[src/rtl/hm_pkg.sv]
// Shared types for the nonce-sweep engine.
//   HASH_W     : width of a SHA-256 digest / difficulty target
//   hash_t     : 256-bit digest type
//   hm_state_t : engine control states
package hm_pkg;

  localparam int unsigned HASH_W = 256;

  typedef logic [HASH_W-1:0] hash_t;

  typedef enum logic [2:0] {
    IDLE  = 3'd0,
    CLEAR = 3'd1,
    RUN   = 3'd2,
    CHECK = 3'd3,
    DONE  = 3'd4
  } hm_state_t;

endpackage

[src/rtl/hm_round_counter.sv]
// Compression-round counter for one SHA pass.
//   clk, n_rst : clock, async active-low reset
//   clear      : force count to 0
//   cnt_up     : advance one round
//   count      : current round index (0..ROUNDS-1)
//   rollover   : last round of the pass is being counted this cycle
module hm_round_counter #(
  parameter int unsigned ROUNDS = 64
) (
  input  logic                      clk,
  input  logic                      n_rst,
  input  logic                      clear,
  input  logic                      cnt_up,
  output logic [$clog2(ROUNDS)-1:0] count,
  output logic                      rollover
);

  localparam int unsigned CW = $clog2(ROUNDS);

  logic [CW-1:0] count_q;
  logic [CW-1:0] count_d;

  assign rollover = cnt_up && (count_q == CW'(ROUNDS - 1));
  assign count    = count_q;

  // Next count: clear has priority, wrap to 0 after the last round.
  always_comb begin
    count_d = count_q;
    if (clear) begin
      count_d = '0;
    end else if (cnt_up) begin
      count_d = rollover ? '0 : count_q + CW'(1);
    end
  end

  always_ff @(posedge clk or negedge n_rst) begin
    if (!n_rst) begin
      count_q <= '0;
    end else begin
      count_q <= count_d;
    end
  end

endmodule

[src/rtl/hm_nonce_engine.sv]
// Autonomous nonce-sweep engine sequencing one external SHA-256 core.
//   begin_hash/quit_hash           : start pulse / abort request
//   nonce_start/nonce_count/difficulty : sweep range and target, sampled on start
//   out_hash                       : core result, valid in CHECK
//   sha_clear/sha_halt/hash_select : core sequencing (load, freeze, pass index)
//   cur_nonce, busy                : nonce under test, sweep in progress
//   hash_done/search_done          : per-nonce / end-of-sweep pulses
//   valid_hash_flag/valid_hash/valid_nonce : held winning result
module hm_nonce_engine
  import hm_pkg::*;
#(
  parameter int unsigned MODULE_NUM   = 0,
  parameter int unsigned NONCE_STRIDE = 1,
  parameter int unsigned ROUNDS       = 64,
  parameter int unsigned PASSES       = 3,
  parameter int unsigned NONCE_W      = 32
) (
  input  logic               clk,
  input  logic               n_rst,
  input  logic               begin_hash,
  input  logic               quit_hash,
  input  logic [NONCE_W-1:0] nonce_start,
  input  logic [NONCE_W-1:0] nonce_count,
  input  hash_t              difficulty,
  input  hash_t              out_hash,
  output logic               sha_clear,
  output logic               sha_halt,
  output logic [1:0]         hash_select,
  output logic [NONCE_W-1:0] cur_nonce,
  output logic               busy,
  output logic               hash_done,
  output logic               search_done,
  output logic               valid_hash_flag,
  output hash_t              valid_hash,
  output logic [NONCE_W-1:0] valid_nonce
);

  localparam int unsigned CW = $clog2(ROUNDS);

  hm_state_t          state_q, state_d;
  logic [NONCE_W-1:0] nonce_q, nonce_d;
  logic [NONCE_W-1:0] remain_q, remain_d;
  hash_t              diff_q, diff_d;
  logic [1:0]         pass_q, pass_d;
  logic               vflag_q, vflag_d;
  hash_t              vhash_q, vhash_d;
  logic [NONCE_W-1:0] vnonce_q, vnonce_d;
  logic               clear_q, clear_d;
  logic               halt_q, halt_d;
  logic               busy_q, busy_d;
  logic               hdone_q, hdone_d;
  logic               sdone_q, sdone_d;

  logic               rollover;
  logic [CW-1:0]      round_cnt_unused;

  // Round counter is cleared while the core loads and counts while it runs.
  hm_round_counter #(
    .ROUNDS (ROUNDS)
  ) u_round_counter (
    .clk      (clk),
    .n_rst    (n_rst),
    .clear    (state_q == CLEAR),
    .cnt_up   (state_q == RUN),
    .count    (round_cnt_unused),
    .rollover (rollover)
  );

  // Next-state, datapath and output decode.
  always_comb begin
    state_d  = state_q;
    nonce_d  = nonce_q;
    remain_d = remain_q;
    diff_d   = diff_q;
    pass_d   = pass_q;
    vflag_d  = vflag_q;
    vhash_d  = vhash_q;
    vnonce_d = vnonce_q;

    case (state_q)
      IDLE: begin
        if (begin_hash && !quit_hash) begin
          vflag_d  = 1'b0;
          vhash_d  = '0;
          vnonce_d = '0;
          diff_d   = difficulty;
          if (nonce_count != '0) begin
            nonce_d  = nonce_start + NONCE_W'(MODULE_NUM);
            remain_d = nonce_count;
            pass_d   = 2'd0;
            state_d  = CLEAR;
          end else begin
            state_d  = DONE;
          end
        end
      end
      CLEAR: state_d = RUN;
      RUN: begin
        if (rollover) begin
          if (pass_q != 2'(PASSES - 1)) begin
            pass_d  = pass_q + 2'd1;
            state_d = CLEAR;
          end else begin
            state_d = CHECK;
          end
        end
      end
      CHECK: begin
        if (out_hash < diff_q) begin
          vflag_d  = 1'b1;
          vhash_d  = out_hash;
          vnonce_d = nonce_q;
          state_d  = DONE;
        end else if (remain_q == NONCE_W'(1)) begin
          state_d  = DONE;
        end else begin
          nonce_d  = nonce_q + NONCE_W'(NONCE_STRIDE);
          remain_d = remain_q - NONCE_W'(1);
          pass_d   = 2'd0;
          state_d  = CLEAR;
        end
      end
      DONE:    state_d = IDLE;
      default: state_d = IDLE;
    endcase

    // Abort overrides everything, including a winner found this cycle.
    if (quit_hash && (state_q != IDLE)) begin
      state_d  = IDLE;
      vflag_d  = vflag_q;
      vhash_d  = vhash_q;
      vnonce_d = vnonce_q;
    end

    // Outputs are registered, so decode them from the state being entered.
    clear_d = (state_d == CLEAR);
    halt_d  = (state_d != RUN);
    busy_d  = (state_d != IDLE);
    hdone_d = (state_d == CHECK);
    sdone_d = (state_d == DONE);
  end

  always_ff @(posedge clk or negedge n_rst) begin
    if (!n_rst) begin
      state_q  <= IDLE;
      nonce_q  <= '0;
      remain_q <= '0;
      diff_q   <= '0;
      pass_q   <= '0;
      vflag_q  <= 1'b0;
      vhash_q  <= '0;
      vnonce_q <= '0;
      clear_q  <= 1'b0;
      halt_q   <= 1'b1;
      busy_q   <= 1'b0;
      hdone_q  <= 1'b0;
      sdone_q  <= 1'b0;
    end else begin
      state_q  <= state_d;
      nonce_q  <= nonce_d;
      remain_q <= remain_d;
      diff_q   <= diff_d;
      pass_q   <= pass_d;
      vflag_q  <= vflag_d;
      vhash_q  <= vhash_d;
      vnonce_q <= vnonce_d;
      clear_q  <= clear_d;
      halt_q   <= halt_d;
      busy_q   <= busy_d;
      hdone_q  <= hdone_d;
      sdone_q  <= sdone_d;
    end
  end

  assign sha_clear       = clear_q;
  assign sha_halt        = halt_q;
  assign hash_select     = pass_q;
  assign cur_nonce       = nonce_q;
  assign busy            = busy_q;
  assign hash_done       = hdone_q;
  assign search_done     = sdone_q;
  assign valid_hash_flag = vflag_q;
  assign valid_hash      = vhash_q;
  assign valid_nonce     = vnonce_q;

endmodule

[config.mk]
export PLATFORM = sky130hd
export DESIGN_NAME = hm_nonce_engine
export DESIGN_NICKNAME = d
export VERILOG_FILES = /design/src/rtl/hm_pkg.sv /design/src/rtl/hm_round_counter.sv /design/src/rtl/hm_nonce_engine.sv
export SDC_FILE = /design/constraint.sdc
export NUM_CORES = 1
export LEC_CHECK = 0
export BUFFER_PORTS_ARGS = -buffer_cell sky130_fd_sc_hd__buf_2
export CORE_AREA = 8 8 347 349
export DETAILED_ROUTE_END_ITERATION = 8
export DIE_AREA = 0 0 355 357
export MAX_ROUTING_LAYER = met4
export PLACE_DENSITY = 0.48
export SLEW_MARGIN = 30
export SYNTH_ARGS = -nofsm -noshare
export SYNTH_HDL_FRONTEND = slang
export SYNTH_HIERARCHICAL = 1
export SYNTH_SLANG_ARGS = --single-unit
[constraint.sdc]
create_clock -name clk -period 7.5 [get_ports clk]
set_input_delay 0.375 -clock clk [delete_from_list [all_inputs] [get_ports clk]]
set_output_delay 0.375 -clock clk [all_outputs]
set_load 0.03 [all_outputs]
==> results.py, run 1 <==
metrics = {
    "pwr": {
        "p_int_mw": 8.96,
        "p_clk_share_pct": 25.1,
        "combPwrFrac_pct": 39.5,
        "power.leakage_nw": 21.8,
        "p_seq_share_pct": 35.3,
        "vdd_drop_max_mv": 0.186,
        "swShare_pct": 40.4,
        "switchingPower_mw": 6.08,
        "design_power_total_mw": 15.0,
        "powerDensity_nw_per_um2": 339,
    },
    "worst_setup_path": {
        "cp-start-kind": "primary input",
        "arrival_ns": 6.01,
        "critical_path_class": "in -> reg",
        "required_ns": 7.99,
        "crit_start": "out_hash[245]",
        "worst-path-max-fanout": 158,
        "worstSetupEndpointType": "flop",
        "r2r_start": "diff_q[245]",
    },
    "die": {
        "die_w_um": 355,
        "ios": 908,
        "core-area_sq_um": 115000,
        "start_util_pct": 26.6,
        "die_h_um": 357,
        "dieArea_sq_um": 127000,
        "rows": 125,
    },
    "drt": {
        "route.detailed.drc": 0,
        "via_per_inst": 4.80,
        "num_vias": 28700,
        "ant_nets": 0,
        "wirelength_mm": 130,
        "drt_iter0_markers": 2006,
        "dr.pass1.iters": 6,
        "wire_per_inst_um": 21.8,
    },
    "grt": {
        "grt_pass1_vias": 30200,
        "grt_busiest_layer": "met2",
        "met1_usage_pct": 24.9,
        "grt_pass1_wl_mm": 195,
        "use_met2_pct": 34.1,
        "antenna_found_initial": 31,
        "grt_max_degree": 203,
        "grt_overflow_total": 0,
        "grt_use_total_pct": 20.4,
        "met3_usage_pct": 4.12,
    },
    "logic_synthesis": {
        "synthFlopType": "dfrtp_1",
        "synth_edf_count": 0,
        "avgSynthCellArea_sq_um": 10.1,
        "async_flop_share_pct": 100,
        "seq_area_frac_synth_pct": 51.1,
        "syn-num-nets": 3858,
        "synth.distinct_cells": 71,
        "yosys.area.top_type": "dfrtp_1",
        "syn-cell-area_sq_um": 30600,
        "yosysWarnings": 6,
        "ys_seq_elements": 625,
        "syn_inst": 3018,
        "synth_top_area_share_pct": 51.0,
        "synthTopCellsByArea": "dfrtp_1 (51%), ha_1 (11%), a22o_1 (8.2%)",
    },
    "cts": {
        "cts_tree": "done",
        "clk_pin_slew_worst_paths_ns": 0.06,
        "clockBufferDepth": 3,
        "clk_latency_ns": 0.64,
        "root_buffer": "clkbuf_16",
        "cts_setup_buffers": 0,
        "cts_buffers": 78,
        "clock_sinks": 625,
        "cts_max_level": 3,
    },
    "sta": {
        "hold_violations": 0,
        "finalCritPeriodShare_pct": 73.5,
        "worst_pin_slew_ns": 1.10,
        "min_period_ns": 5.52,
        "relSlewSlack_pct": 26.3,
        "setup_viol": 0,
        "rsz0062_at_grt": "no",
        "finalMaxSlewViolations": 0,
        "finClkSkew_ns": 0.0305,
        "fin_ws_ns": 1.98,
        "final.setup.tns_ns": 0,
        "fmax_mhz": 181,
        "holdWs_ns": 0.0466,
    },
    "final_layout": {
        "stdcell_count": 5983,
        "nNetsFinal": 5211,
        "drive_above_1_share_pct": 24.4,
        "area_growth_pct": 44.7,
        "utilization_pct": 38.5,
        "final_cell_mix": "buf_2 (906), dfrtp_1 (624), dlygate4sd3_1 (502)",
        "layout_commonest_cell": "buf_2",
        "fin_area_sq_um": 44300,
    },
    "placement": {
        "numPortBuffers": 907,
        "dpl_cell_area_sq_um": 36500,
        "placedCellCount": 5309,
        "dp_slack_ns": 1.49,
        "gp_congestion": 0.848,
        "dp_hpwl_mm": 97.3,
    },
    "job": {
        "maxCapViolCount": 0,
    },
    "min_path": {
        "hold_class": "in -> reg",
        "min-delay-start": "out_hash[184]",
    },
    "run_status": {
        "outcome": "complete, no violations",
    },
}
## worst paths after layout
| check | end | slack (ns) | cells past startpoint |
|---|---|---|---|
| max | valid_hash[130] | 1.98 | 14 |
| min | valid_hash[184] | 0.05 | 2 |
| max reg2reg | valid_hash[130] | 2.03 | 13 |
| min reg2reg | valid_hash_flag | 0.48 | 1 |
| max in group asynchronous | valid_hash[69] | 5.40 | 5 |
| min in group asynchronous | diff_q[251] | 0.33 | 2 |
## logic make-up (layout without fill, tap and decap cells)
group / after synthesis / in the layout / share of synthesized area, %
multiplexers: 3 / 3 / 0.102
XOR/XNOR: 3 / 3 / 0.0859
AND/OR/NAND/NOR: 782 / 782 / 11.9
flip-flops: 625 / 625 / 51.1
buffers and inverters: 437 / 1847 / 6.22
AO/OA/AOI/OAI: 908 / 908 / 19.9
other: 0 / 31 / 0
adder cells (fa/ha/maj): 260 / 260 / 10.6
## critical path, cell delays in order
cell           delay, ns
dlygate4sd3_1       0.54
buf_2               0.14
ha_1                0.34
nand4_1             0.15
nor4_2              0.81
nand4_1             0.52
nor4_4              0.73
nand4_1             0.34
a21oi_2             0.39
a211o_1             0.22
buf_4               0.30
nor3_4              0.09
buf_12              0.21
a22o_1              0.43
## final cells by class
class                      instances  area [sq um]
tap                             1524          1910
timing repair buffer            1444         10000
multi-input combinational       1956         13100
fill                           11500         70800
clock buffer                     111          2250
antenna                           31          77.6
inverter                         266           998
sequential                       625         15600
clock inverter                    26           274
## routing by layer
layer  up-vias  routed length [um]
met1     13900               54600
met4         0                3670
met2       999               64300
met3       193                7720
met5         -                   0
li1      13600                   -
## cell usage after synthesis (22+ instances only)
master / number
clkbuf_1: 85
inv_1: 266
nand4_1: 66
o22ai_1: 35
o21ai_0: 310
nand2_1: 392
a22o_1: 288
dfrtp_1: 624
buf_2: 45
nand3_1: 62
nor3_1: 50
nor4_1: 43
nor2_1: 95
buf_6: 22
a21oi_1: 140
ha_1: 260
## sequential cells by signal (all words and copies together) (netlist names)
name and flops:
valid_hash_flag 1, state_q 3, cur_nonce 32, search_done 1
u_round_counter/count 6, busy 1, remain_q 32, valid_nonce 32
hash_select 2, sha_halt 1, hash_done 1, sha_clear 1
diff_q 256, valid_hash 256
## power groups by stage
| stage | combinational, mW | sequential (mW) | clock (mW) |
|---|---|---|---|
| 2_1_floorplan | 2.90 | 6.11 | 0 |
| 3_3_place_gp | 5.69 | 5.34 | 0 |
| 3_5_place_dp | 5.75 | 5.35 | 0 |
| 4_1_cts | 6.00 | 5.30 | 3.90 |
| 5_1_grt | 6.62 | 5.46 | 4.03 |
| 6_report | 5.94 | 5.31 | 3.78 |
## timing repair
action | 4_1_cts | 5_1_grt
hold buffers | 502 | 0
gates resized for setup | 0 | 0
hold endpoints to repair | 578 | 0
Note: power is estimated with default switching activity, not from simulation.
==> run 2, diff against run 1 <==
==> constraint.sdc (replaced) <==
create_clock -name clk -period 5.2 [get_ports clk]
set_input_delay 0.26 -clock clk [delete_from_list [all_inputs] [get_ports clk]]
set_output_delay 0.26 -clock clk [all_outputs]
set_load 0.03 [all_outputs]
==> run 2 against run 1 <==
  * Utilization increased by 0.96 points
  * Non-clock buffer count increased by 93
  * Clock skew increased by 0.0033 ns
  * Sequential power is 45% higher
  * Count of clock-buffer cells in the layout fell by 7
  * Die area unchanged
  * Total power increased by 48%
  * First-iteration DRC count is 8.0% lower
  * Worst setup slack got worse by 1.4 ns
  * Routed wire length up 1.4%
  * Combinational power grew 46%
  * Critical endpoint is now valid_hash[143]
==> results.py, run 2 (synthesis results as in run 1) <==
metrics = {
    "cts": {
        "clk_latency_ns": 0.64,
        "clk_pin_slew_worst_paths_ns": 0.06,
        "cts_max_level": 3,
        "cts_hold_buffers": 562,
        "cts_setup_buffers": 0,
        "cts_tree": "done",
        "clock_sinks": 625,
        "root_buffer": "clkbuf_16",
        "clockBufferDepth": 3,
        "cts_resized": 0,
        "cts_buffers": 78,
    },
    "pwr": {
        "design_power_total_mw": 22.2,
        "p_clk_share_pct": 26.2,
        "combPwrFrac_pct": 39.2,
        "swShare_pct": 39.8,
        "switchingPower_mw": 8.83,
        "p_int_mw": 13.4,
        "powerDensity_nw_per_um2": 489,
        "power.leakage_nw": 22.3,
        "p_seq_share_pct": 34.6,
        "vdd_drop_max_mv": 0.352,
    },
    "grt": {
        "grt_overflow_total": 0,
        "use_met2_pct": 33.9,
        "met3_usage_pct": 4.29,
        "grt_pass1_wl_mm": 197,
        "grt_busiest_layer": "met2",
        "grt_max_degree": 162,
        "grt_use_total_pct": 20.6,
        "antenna_found_initial": 27,
        "met1_usage_pct": 25.1,
        "grt_pass1_vias": 30600,
    },
    "final_layout": {
        "nNetsFinal": 5304,
        "regArea_sq_um": 15600,
        "drive_above_1_share_pct": 24.9,
        "multi_input_area_sq_um": 13100,
        "final_cell_mix": "buf_2 (906), dfrtp_1 (624), dlygate4sd3_1 (562)",
        "area_growth_pct": 48.3,
        "fillCellCount": 11400,
        "stdcell_count": 6081,
        "fin_area_sq_um": 45400,
        "layout_commonest_cell": "buf_2",
    },
    "drt": {
        "via_per_inst": 4.81,
        "num_vias": 29300,
        "wirelength_mm": 132,
        "wire_per_inst_um": 21.7,
        "route.detailed.drc": 0,
        "dr.pass1.iters": 8,
        "drt_iter0_markers": 1846,
        "ant_nets": 0,
    },
    "sta": {
        "min_period_ns": 4.61,
        "finalMaxSlewViolations": 0,
        "fin_ws_ns": 0.594,
        "hold_violations": 0,
        "relSlewSlack_pct": 43.1,
        "finClkSkew_ns": 0.0338,
        "final.setup.tns_ns": 0,
        "finalCritPeriodShare_pct": 88.6,
        "setup_viol": 0,
        "fmax_mhz": 217,
        "worst_pin_slew_ns": 0.846,
        "rsz0062_at_grt": "no",
    },
    "placement": {
        "numPortBuffers": 907,
        "dp_hpwl_mm": 99.6,
        "placedCellCount": 5345,
        "dp_slack_ns": 0.212,
        "gp_congestion": 0.876,
        "dpl_cell_area_sq_um": 36900,
    },
    "worst_setup_path": {
        "worst-path-max-fanout": 77,
        "path_cells": "inv_1 -> ha_1 -> nand4_1 -> nor4_2 -> buf_4 -> nand4_1 -> nor4_4 -> nand4_1 -> a21oi_2 -> a211o_1 -> nor3_4 -> buf_12 -> buf_12 -> a22o_1",
        "crit_family": "simple AND/OR/NAND/NOR gates",
        "required_ns": 5.69,
        "critPathMaxStageDelay_ns": 0.65,
        "crit_path_top_delay_cell": "nor4_4",
        "critical_path_class": "reg -> reg",
        "critPathBufInv": 4,
        "arrival_ns": 5.10,
        "cpMostUsedCell": "nand4_1",
        "worstSetupEndpointType": "flop",
        "cp-start-kind": "flop",
    },
    "die": {
        "start_util_pct": 26.6,
        "dieArea_sq_um": 127000,
        "ios": 908,
        "core-area_sq_um": 115000,
        "die_h_um": 357,
        "die_w_um": 355,
        "rows": 125,
    },
    "min_path": {
        "hold_class": "in -> reg",
    },
    "run_status": {
        "outcome": "complete, no violations",
    },
    "job": {
        "maxCapViolCount": 0,
    },
}
-- run 2: changes by cell type in the layout (fill, tap and decap cells not counted), sizes merged --
cell         previous run  this run
buf                   942       975
clkinv                 15        19
dlygate4sd3           502       562
inv                   272       269
bufinv                  3        10
clkinvlp                2         6
clkbuf                111       104
-- run 2: metrics by stage --
stage	utilization, %	hold WS [ns]
2_1_floorplan	-	-0.0356
3_3_place_gp	32.1	0.397
3_5_place_dp	32.1	0.387
4_1_cts	39.3	0.00273
5_1_grt	39.4	0.0435
6_report	39.4	0.0698
-- run 2: path summary, 6_finish.rpt --
| kind | from | to | slack, ns | cells past startpoint |
|---|---|---|---|---|
| min in group asynchronous | n_rst | diff_q[246] | 0.30 | 2 |
| max in group asynchronous | n_rst | diff_q[81] | 3.68 | 3 |
| worst min register to register | valid_hash_flag | valid_hash_flag | 0.49 | 1 |
| worst max-delay path | diff_q[245] | valid_hash[143] | 0.59 | 14 |
| worst min-delay path | nonce_start[9] | cur_nonce[9] | 0.07 | 3 |
| worst max register to register | diff_q[245] | valid_hash[143] | 0.59 | 14 |
-- run 2: worst register-to-register path: stages, from the launching register on --
cell	delay (ns)
dfrtp_1	0.32
inv_1	0.07
ha_1	0.33
nand4_1	0.15
nor4_2	0.48
buf_4	0.23
nand4_1	0.36
nor4_4	0.66
nand4_1	0.32
a21oi_2	0.32
a211o_1	0.33
nor3_4	0.11
buf_12	0.20
buf_12	0.24
a22o_1	0.35
-- run 2: layout make-up --
| class | count | share of cell area, % |
|---|---|---|
| clock buffers | 104 | 4.92 |
| well taps | 1524 | 4.20 |
| multi-input cells | 1956 | 28.9 |
| diodes | 31 | 0.171 |
| repair buffers | 1537 | 24.0 |
| flip-flops and latches | 625 | 34.5 |
| clock inverters | 38 | 1.10 |
| inverters | 266 | 2.20 |
-- run 2: routing by layer --
metal / routed length (um) / share of wire (%)
met3: 7670 / 5.8
met2: 64300 / 49
met5: 0 / 0
met4: 4540 / 3.4
met1: 55600 / 42
-- run 2: power by group through the flow --
stage	logic (mW)	registers, mW	clock network [mW]
global placement	8.28	7.73	0
detailed placement	8.38	7.74	0
global route	9.68	7.90	6.17
CTS	8.77	7.68	5.98
finish	8.70	7.69	5.82
floorplan	4.18	8.81	0
